===== src/rtl/time_set_ctrl.sv =====
// ---------------------------------------------------------------------------
// TimeSetCtrl: control block for the clock/calendar display datapath.
//
// Chooses between the time and date views of the display, blanks digits, and
// runs a three-button edit session. Entering an edit session snapshots the
// live time/date into shadow registers and halts the time counter. The user
// then steps through the fields and increments them with calendar-correct
// wrap. The session ends with a one-cycle load strobe carrying the edited
// values, or with an abort that leaves the counter untouched.
//
// Ports
//   clk        in   system clock, all logic on rising edge
//   rst_n      in   asynchronous active-low reset
//   btn_mode   in   debounced level: view toggle / edit abort
//   btn_sel    in   debounced level: enter edit / next field / commit
//   btn_inc    in   debounced level: increment selected field
//   cur_*      in   live sec/min/hour/day/month/year from the time counter
//   run_en     out  1 = time counter may advance (0 while editing)
//   set_valid  out  one-cycle load strobe for the set_* values
//   set_*      out  edited values (shadow registers)
//   show_date  out  0 = time layout, 1 = date layout
//   blank_mask out  1 = digit blanked, bit 7 = leftmost digit
// ---------------------------------------------------------------------------
module time_set_ctrl #(
   parameter int BLINK_DIV = 25000000,
   parameter int YEAR_MIN  = 2000,
   parameter int YEAR_MAX  = 2099
) (
   input  logic        clk,
   input  logic        rst_n,
   input  logic        btn_mode,
   input  logic        btn_sel,
   input  logic        btn_inc,
   input  logic [5:0]  cur_sec,
   input  logic [5:0]  cur_min,
   input  logic [4:0]  cur_hour,
   input  logic [4:0]  cur_day,
   input  logic [3:0]  cur_month,
   input  logic [11:0] cur_year,
   output logic        run_en,
   output logic        set_valid,
   output logic [5:0]  set_sec,
   output logic [5:0]  set_min,
   output logic [4:0]  set_hour,
   output logic [4:0]  set_day,
   output logic [3:0]  set_month,
   output logic [11:0] set_year,
   output logic        show_date,
   output logic [7:0]  blank_mask
);

   localparam int BLINK_W = (BLINK_DIV > 1) ? $clog2(BLINK_DIV) : 1;
   localparam logic [BLINK_W-1:0] BLINK_LAST = BLINK_W'(BLINK_DIV - 1);
   localparam logic [11:0] YR_MIN = 12'(YEAR_MIN);
   localparam logic [11:0] YR_MAX = 12'(YEAR_MAX);

   typedef enum logic [1:0] {
      RUN_TIME = 2'd0,
      RUN_DATE = 2'd1,
      EDIT     = 2'd2
   } state_e;

   typedef enum logic [2:0] {
      F_HOUR  = 3'd0,
      F_MIN   = 3'd1,
      F_SEC   = 3'd2,
      F_DAY   = 3'd3,
      F_MONTH = 3'd4,
      F_YEAR  = 3'd5
   } field_e;

   state_e state_q, state_d;
   field_e field_q, field_d;

   logic modePrev_q, selPrev_q, incPrev_q;
   logic modeRise, selRise, incRise;
   logic inEdit, loadShadows, doInc, doCommit, blinkRestart;

   logic        setValid_q, setValid_d;
   logic [5:0]  secShadow_q,   secShadow_d;
   logic [5:0]  minShadow_q,   minShadow_d;
   logic [4:0]  hourShadow_q,  hourShadow_d;
   logic [4:0]  dayShadow_q,   dayShadow_d;
   logic [3:0]  monthShadow_q, monthShadow_d;
   logic [11:0] yearShadow_q,  yearShadow_d;

   logic [BLINK_W-1:0] blinkCnt_q, blinkCnt_d;
   logic               blinkPhase_q, blinkPhase_d;

   logic [3:0]  monthNext;
   logic [11:0] yearNext;
   logic [4:0]  dimCur, dimMonthNext, dimYearNext;

   // Days in a month. Months outside 1..12 can only come from an out-of-range
   // snapshot; they get 31 so the day field never wraps early.
   function automatic logic [4:0] daysInMonth(input logic [3:0] month,
                                              input logic [11:0] year);
      logic [4:0] dim;
      case (month)
         4'd2:                    dim = (year[1:0] == 2'b00) ? 5'd29 : 5'd28;
         4'd4, 4'd6, 4'd9, 4'd11: dim = 5'd30;
         default:                 dim = 5'd31;
      endcase
      return dim;
   endfunction

   // Edge detection with a fixed priority mode > sel > inc. Only one rise is
   // acted on per cycle; the lower-priority ones are simply dropped.
   always_comb begin
      modeRise = btn_mode & ~modePrev_q;
      selRise  = btn_sel  & ~selPrev_q & ~modeRise;
      incRise  = btn_inc  & ~incPrev_q & ~modeRise & ~selRise;
   end

   // Event decode shared by the FSM, the shadow registers and the blink timer.
   always_comb begin
      inEdit       = (state_q == EDIT);
      loadShadows  = ~inEdit & selRise;
      doInc        = inEdit & incRise;
      doCommit     = inEdit & selRise & (field_q == F_YEAR);
      blinkRestart = loadShadows | (inEdit & (selRise | incRise));
   end

   // The prev registers reset to 1 so a button held through reset has to be
   // released and pressed again before it counts.
   always_ff @(posedge clk or negedge rst_n) begin
      if (!rst_n) begin
         modePrev_q <= 1'b1;
         selPrev_q  <= 1'b1;
         incPrev_q  <= 1'b1;
      end else begin
         modePrev_q <= btn_mode;
         selPrev_q  <= btn_sel;
         incPrev_q  <= btn_inc;
      end
   end

   // FSM state register: view/edit state plus the field being edited.
   always_ff @(posedge clk or negedge rst_n) begin
      if (!rst_n) begin
         state_q <= RUN_TIME;
         field_q <= F_HOUR;
      end else begin
         state_q <= state_d;
         field_q <= field_d;
      end
   end

   // FSM next-state logic. Abort and commit both return to the time view.
   always_comb begin
      state_d = state_q;
      field_d = field_q;
      case (state_q)
         RUN_TIME, RUN_DATE: begin
            if (modeRise) begin
               state_d = (state_q == RUN_TIME) ? RUN_DATE : RUN_TIME;
            end else if (selRise) begin
               state_d = EDIT;
               field_d = F_HOUR;
            end
         end
         EDIT: begin
            if (modeRise) begin
               state_d = RUN_TIME;
            end else if (selRise) begin
               if (field_q == F_YEAR) begin
                  state_d = RUN_TIME;
               end else begin
                  field_d = field_e'(field_q + 3'd1);
               end
            end
         end
         default: begin
            state_d = RUN_TIME;
            field_d = F_HOUR;
         end
      endcase
   end

   // Wrap targets for month and year plus the month lengths the day field
   // needs, both for its own wrap and for clamping after month/year edits.
   always_comb begin
      monthNext = ((monthShadow_q == 4'd0) || (monthShadow_q >= 4'd12)) ?
                  4'd1 : monthShadow_q + 4'd1;
      yearNext  = ((yearShadow_q < YR_MIN) || (yearShadow_q >= YR_MAX)) ?
                  YR_MIN : yearShadow_q + 12'd1;
      dimCur       = daysInMonth(monthShadow_q, yearShadow_q);
      dimMonthNext = daysInMonth(monthNext, yearShadow_q);
      dimYearNext  = daysInMonth(monthShadow_q, yearNext);
   end

   // Shadow register next values: snapshot on entering edit, otherwise
   // increment the selected field. Out-of-range values fall to the field
   // minimum through the >= / == 0 tests.
   always_comb begin
      secShadow_d   = secShadow_q;
      minShadow_d   = minShadow_q;
      hourShadow_d  = hourShadow_q;
      dayShadow_d   = dayShadow_q;
      monthShadow_d = monthShadow_q;
      yearShadow_d  = yearShadow_q;
      if (loadShadows) begin
         secShadow_d   = cur_sec;
         minShadow_d   = cur_min;
         hourShadow_d  = cur_hour;
         dayShadow_d   = cur_day;
         monthShadow_d = cur_month;
         yearShadow_d  = cur_year;
      end else if (doInc) begin
         case (field_q)
            F_HOUR:  hourShadow_d = (hourShadow_q >= 5'd23) ? 5'd0 : hourShadow_q + 5'd1;
            F_MIN:   minShadow_d  = (minShadow_q >= 6'd59) ? 6'd0 : minShadow_q + 6'd1;
            F_SEC:   secShadow_d  = (secShadow_q >= 6'd59) ? 6'd0 : secShadow_q + 6'd1;
            F_DAY:   dayShadow_d  = ((dayShadow_q == 5'd0) || (dayShadow_q >= dimCur)) ?
                                    5'd1 : dayShadow_q + 5'd1;
            F_MONTH: begin
               monthShadow_d = monthNext;
               dayShadow_d   = (dayShadow_q > dimMonthNext) ? dimMonthNext : dayShadow_q;
            end
            F_YEAR: begin
               yearShadow_d = yearNext;
               dayShadow_d  = (dayShadow_q > dimYearNext) ? dimYearNext : dayShadow_q;
            end
            default: begin
            end
         endcase
      end
   end

   // Blink timer: free-running half-period counter, restarted visible on
   // every edit interaction so the user sees the field right after a press.
   always_comb begin
      blinkCnt_d   = blinkCnt_q + 1'b1;
      blinkPhase_d = blinkPhase_q;
      if (blinkRestart) begin
         blinkCnt_d   = '0;
         blinkPhase_d = 1'b1;
      end else if (blinkCnt_q == BLINK_LAST) begin
         blinkCnt_d   = '0;
         blinkPhase_d = ~blinkPhase_q;
      end
   end

   always_comb begin
      setValid_d = doCommit;
   end

   // Datapath registers: shadows, commit strobe and blink timer. The strobe
   // is high for exactly the cycle after the commit press.
   always_ff @(posedge clk or negedge rst_n) begin
      if (!rst_n) begin
         secShadow_q   <= 6'd0;
         minShadow_q   <= 6'd0;
         hourShadow_q  <= 5'd0;
         dayShadow_q   <= 5'd1;
         monthShadow_q <= 4'd1;
         yearShadow_q  <= YR_MIN;
         setValid_q    <= 1'b0;
         blinkCnt_q    <= '0;
         blinkPhase_q  <= 1'b1;
      end else begin
         secShadow_q   <= secShadow_d;
         minShadow_q   <= minShadow_d;
         hourShadow_q  <= hourShadow_d;
         dayShadow_q   <= dayShadow_d;
         monthShadow_q <= monthShadow_d;
         yearShadow_q  <= yearShadow_d;
         setValid_q    <= setValid_d;
         blinkCnt_q    <= blinkCnt_d;
         blinkPhase_q  <= blinkPhase_d;
      end
   end

   // FSM output logic: layout select and digit blanking. Time layout leaves
   // digits 3-2 dark; the selected field's digits go dark in the off phase.
   always_comb begin
      logic [7:0] fieldMask;
      run_en    = ~inEdit;
      show_date = (state_q == RUN_DATE) ||
                  (inEdit && ((field_q == F_DAY) || (field_q == F_MONTH) ||
                              (field_q == F_YEAR)));
      case (field_q)
         F_HOUR, F_DAY:  fieldMask = 8'b1100_0000;
         F_MIN, F_MONTH: fieldMask = 8'b0011_0000;
         F_SEC:          fieldMask = 8'b0000_0011;
         F_YEAR:         fieldMask = 8'b0000_1111;
         default:        fieldMask = 8'b0000_0000;
      endcase
      blank_mask = show_date ? 8'b0000_0000 : 8'b0000_1100;
      if (inEdit && !blinkPhase_q) begin
         blank_mask = blank_mask | fieldMask;
      end
   end

   assign set_valid = setValid_q;
   assign set_sec   = secShadow_q;
   assign set_min   = minShadow_q;
   assign set_hour  = hourShadow_q;
   assign set_day   = dayShadow_q;
   assign set_month = monthShadow_q;
   assign set_year  = yearShadow_q;

endmodule

===== config.mk =====
export PLATFORM = sky130hd
export DESIGN_NAME = time_set_ctrl
export DESIGN_NICKNAME = d
export VERILOG_FILES = /design/src/rtl/time_set_ctrl.sv
export SDC_FILE = /design/constraint.sdc
export NUM_CORES = 1
export LEC_CHECK = 0
export CORE_MARGIN = 2
export CORE_UTILIZATION = 55
export CTS_BUF_LIST = sky130_fd_sc_hd__clkbuf_16
export DETAILED_ROUTE_END_ITERATION = 6
export PLACE_DENSITY = 0.82
export RECOVER_POWER = 25
export SLEW_MARGIN = 15
export SYNTH_ARGS = -nofsm -noshare
export SYNTH_HDL_FRONTEND = slang
export SYNTH_SLANG_ARGS = --single-unit

===== constraint.sdc =====
create_clock -name clk -period 8 [get_ports clk]
set_clock_uncertainty 0.2 [all_clocks]
set_input_delay 1.2 -clock clk [delete_from_list [all_inputs] [get_ports clk]]
set_output_delay 1.2 -clock clk [all_outputs]
set_load 0.01 [all_outputs]

Word-level counts from Yosys, hierarchy flattened. Cells that the tools add are included. Widths: inputs -> output; s select.

Bits in registers: 73. Latch bits: 0. RAM bits: 0. Memory bits (read-only): 0. Input bits: 43. Memories: 0.

Add/subtract/negate cells: 8. Multipliers: 0. Divide/modulo/power cells: 0. $lt $le $gt $ge: 9. Eq/ne operators: 28. Shifts and indexed selects: 0. Mux-type cells: 51. Bitwise operators: 21. Reduce and logical (&&, ||, !) cells: 36.

Operator list (number): $mux 25 (2); $mux 12 (4); $mux 6 (8); $mux 5 (9); $pmux 8 s4 (1); $add 25x1->25 const B (1); $eq 25x25->1 const B (1); $mux 4 (5); $eq 4x3->1 const B (4); $eq 4x4->1 const B (4); $mux 3 (5); $pmux 5 s3 (1); $reduce_bool 2->1 (7); $add 12x1->12 const B (1); $add 6x1->6 const B (2); $ge 12x12->1 const B (1); $ge 6x6->1 const B (2); $lt 12x11->1 const B (1); $ne 3x3->1 const B (4); $pmux 2 s2 (3); $and 1x1->1 (11); $add 5x1->5 const B (2); $gt 5x5->1 (2); $mux 2 (5); 34 further kinds (67).

Depth between registers and ports, before layout.
Depth in word-level cells: 11. Mapped depth: 14.

Worst setup path after synthesis. Ideal clock, no wire load.

Path kind: reg-to-reg. From: register monthShadow_q[0], in the netlist set_month[0]. To: register dayShadow_q[2], in the netlist set_day[2]. Library setup time: 121 ps. Arrival: 2980 ps. Setup slack: 4699 ps. Cell stages (with the launch flop): 14. Buffers on the path: 0. Clock period less this slack: 3301 ps. Cell sequence: dfstp_2 > inv_1 > ha_1 > nor2b_1 > o31ai_1 > nand3_1 > nor2_1 > nor2_1 > ha_1 > a221o_1 > a31oi_1 > o211ai_1 > a21o_1 > a22o_1.

Word-level cells in the longest chain between the ends: 9.

Ends and longest elaborated chain: start, declared (RTL line 84) `logic [3:0] monthShadow_q, monthShadow_d;`; start signal, assigned (RTL line 266) `monthShadow_q <= monthShadow_d;`; $ge 4x4->1, or another cell as far along (RTL line 183) `monthNext = ((monthShadow_q == 4'd0) || (monthShadow_q >= 4'd12)) ?`; $logic_or 1x1->1 / $reduce_or 4->1 (equally long branches) (RTL line 183, 99); $mux 4 / $pmux 5 s2 (equally long branches) (RTL line 183, 99); $eq 4x3->1, or another cell as far along (RTL line 99) `case (month)`; $reduce_or 4->1 / $logic_or 1x1->1 (equally long branches) (RTL line 99, 214); $pmux 2 s2 / $mux 5 (equally long branches) (RTL line 99, 214); $gt 5x5->1 / $pmux 5 s3 (equally long branches) (RTL line 218, 210); $ne 3x3->1 (no source line) / $mux 5 (equally long branches); $reduce_and 4->1 (no source line) / $mux 5 (equally long branches); end signal, assigned (RTL line 265) `dayShadow_q <= dayShadow_d;`; end, declared (RTL line 83) `logic [4:0] dayShadow_q, dayShadow_d;`.

Parallel ways exist; a longest one is shown, timed or not. The select of a mux whose other input is x is not followed. A chain may end at the register's enable or synchronous reset.

==> flow_summary.yaml <==
run_status:
  outcome: "finished with violations"
  violations: "capacitance limit, slew limit"
clocking:
  cts_buffers: 9
  cts_hold_buf: 0
  clk_path_buf_depth: 2
  cts_root_buf: "clkbuf_16"
  cts_setup_buffers: 0
  clock_latency_ps: 330
  tritoncts: "done"
  cts.clk_slew.worst_paths_ps: 60
  cts.sinks: 73
  cts-htree-levels: 3
  post_cts_resized: 0
pwr:
  p_seq_share_pct: 39.8
  p_sw_share_pct: 33.72
  p_switching_w: 0.0004600
  cellPowerDensity_nw_per_um2: 237.6
  power.total_w: 0.001364
  pwr-share-comb_pct: 30.4
  p_leak_nw: 2.361
  clkPwrFrac_pct: 29.8
  internal-power_w: 0.0009043
  vdd_ir_drop_max_mv: 0.1158
grt:
  grt_use_total_pct: 27.21
  antenna_found_initial: 0
  grt_pass1_wl_um: 19380
  grt_pass1_vias: 4106
  grt-ovfl-total: 0
  grt_max_degree: 74
sta:
  slew_violations: 74
  rsz0062_at_grt: "false"
  fin_crit_ps: 4681
  hold_violations: 0
  max_freq_mhz: 213.7
  finalSetupTns_ps: 0
  slew_headroom_pct: -157.3
  fin_crit_sh_pct: 58.51
  setup_viol: 0
  worst-slew-pin-transition_ps: 3860
critical_path:
  cp.arrival_ps: 4030
  end_kind: "asynchronous set/reset pin"
  critPathMaxStageDelay_ps: 2680
  r2r-start: "set_month[0]$_DFFE_PN1P_"
  worstSetupStartpoint: "rst_n"
  required_ps: 7350
  critPathLaunchType: "input port"
  path_class: "in2async"
  slowest_stage: "clkbuf_1"
  path_buf_inv: 2
  path_cells: "buf_2 -> clkbuf_1"
  cpLargestDelayFamily: "buffers and inverters"
  worst-path-max-fanout: 73
detailed_routing:
  dr.pass1.iters: 5
  vias_per_cell: 6.049
  num_vias: 4289
  wl_per_cell_um: 16.23
  routed.top_layer: "met4"
  ant_nets: 0
  wirelength_um: 11500
  met1_length_um: 4859
  drc: 0
  met3WireLength_um: 661
  met2_length_um: 5811
  drt-initial-drc-count: 237
logic_synthesis:
  synth_cell_types: 69
  synth_edf_count: 0
  syn_area_um2: 4511
  syn_avg_cell_area_um2: 8.708
  synth_ff_type: "dfrtp_1"
  yosys.area.top_type: "dfrtp_1"
  synth_top_cell_area_share_pct: 33.84
  yosysWarnings: 0
  synth_cells: 518
  synth_seq_cells: 73
  synth_seq_area_share_pct: 40.83
  syn_nets: 583
  synth.area.top_cells: "dfrtp_1 34%, dfstp_2 7.0%, nor2_1 6.2%"
  async_reset_ff_share_pct: 100.0
die:
  core-area_um2: 8093
  start_util_pct: 55.74
  ios: 92
  design.die.area_um2: 8942
  rows: 33
  die_h_um: 94.56
  dieWidth_um: 94.56
cells_and_area:
  drive_above_1_share_pct: 6.623
  final-instance-count-excl-fill: 709
  fin_util_pct: 70.95
  areaGrowthSynthToFinish_pct: 27.30
  num_antenna_cells: 0
  fin_nets: 664
  final_area_um2: 5742
worst_hold_path:
  hold_start: "set_year[8]$_DFFE_PN1P_"
  hp-class: "reg2reg"
run:
  drv_cap: 1
placed_design:
  gp_congestion: 0.8791
  dp.cells: 693
  placed_area_um2: 5445
  io_buffers: 91
  place_hpwl_um: 8146
## cell families (layout without fill, tap and decap cells)
kind of cell	count (synthesis)	in the layout	synth area share, %
flip-flops	73	73	40.83
buffers and inverters	44	130	4.355
multiplexers	2	2	0.4438
AO/OA/AOI/OAI	123	123	17.81
XOR/XNOR	26	26	5.048
AND/OR/NAND/NOR	228	228	25.41
adder cells (fa/ha/maj)	22	22	6.103
## state kept, by name, summed over array words and instances, names as in the netlist
register / flops
set_year: 12
selPrev_q: 1
set_month: 4
incPrev_q: 1
field_q: 3
blinkCnt_q: 25
set_day: 5
set_sec: 6
set_valid: 1
blinkPhase_q: 1
modePrev_q: 1
set_hour: 5
state_q: 2
set_min: 6
## layout make-up
type / count / area (um2)
multi-input cells: 401 / 2472
flip-flops and latches: 73 / 1842
inverters: 21 / 78.83
repair buffers: 93 / 917.1
clock inverters: 7 / 75.07
well taps: 105 / 131.4
fillers: 649 / 2351
clock buffers: 9 / 225.2
## power by group through the flow
stage               registers [W]  logic [W]  clock network [W]
CTS                      0.000540   0.000415           0.000409
finish                   0.000543   0.000415           0.000407
detailed placement       0.000544   0.000412                  0
floorplan                0.000541   0.000214                  0
global placement         0.000540   0.000398                  0
global route             0.000556   0.000462           0.000427
## path summary, 6_finish.rpt
| kind | to | slack, ps | cells after the start |
|---|---|---|---|
| worst max register to register | set_day[2]$_DFFE_PN0P_ | 4210 | 13 |
| worst min-delay path | set_year[8]$_DFFE_PN1P_ | 300 | 2 |
| worst min register to register | set_year[8]$_DFFE_PN1P_ | 300 | 2 |
| max in group clk | set_year[11]$_DFFE_PN0P_ | 3890 | 7 |
| min in group asynchronous | blinkCnt_q[18]$_DFF_PN0_ | 2090 | 2 |
| worst max-delay path | set_month[2]$_DFFE_PN0P_ | 3320 | 2 |
## metal layers
layer  vias up  GRT usage (%)
li1       2029              -
met1      2099          35.52
met2       144          45.48
met3        17          5.267
met4         0          9.420
met5         -              0
## Yosys cell counts (8+ instances only)
cell	n
a31oi_1	17
inv_1	20
clkbuf_1	9
and3_1	10
nand2_1	46
xor2_1	16
nand3_1	29
dfstp_2	12
ha_1	22
a21oi_1	20
nor3_1	8
nor2_1	75
dfrtp_1	61
xnor2_1	10
nand2b_1	8
o21ai_0	41
nand4_1	9
## cells in the final DEF, fill, tap and decap left out, types with 4 or more instances in the layout
master           count
a31oi_1             17
nor4_1               5
and3_1              10
nor2b_1              7
and2_1               4
a211oi_1             5
nand2b_1             8
nand4_1              9
dfstp_2             12
nor3_1               8
a21oi_1             20
nor2_1              75
inv_1               20
ha_1                22
a221o_1              7
dfrtp_1             61
o21ai_0             41
nand2_1             46
clkbuf_16            9
o311ai_0             4
xor2_1              16
o211ai_1             4
clkdlybuf4s50_1     87
nand3_1             29
xnor2_1             10
## per-stage QoR
step | hold slack [ps] | setup slack, ps
floorplan | 267.8 | 4699
global placement | 292.2 | 3769
detailed placement | 294.0 | 3626
CTS | 302.6 | 3929
global route | 337.2 | 2494
finish | 300.1 | 3319
(Power assumes the default switching activity.)
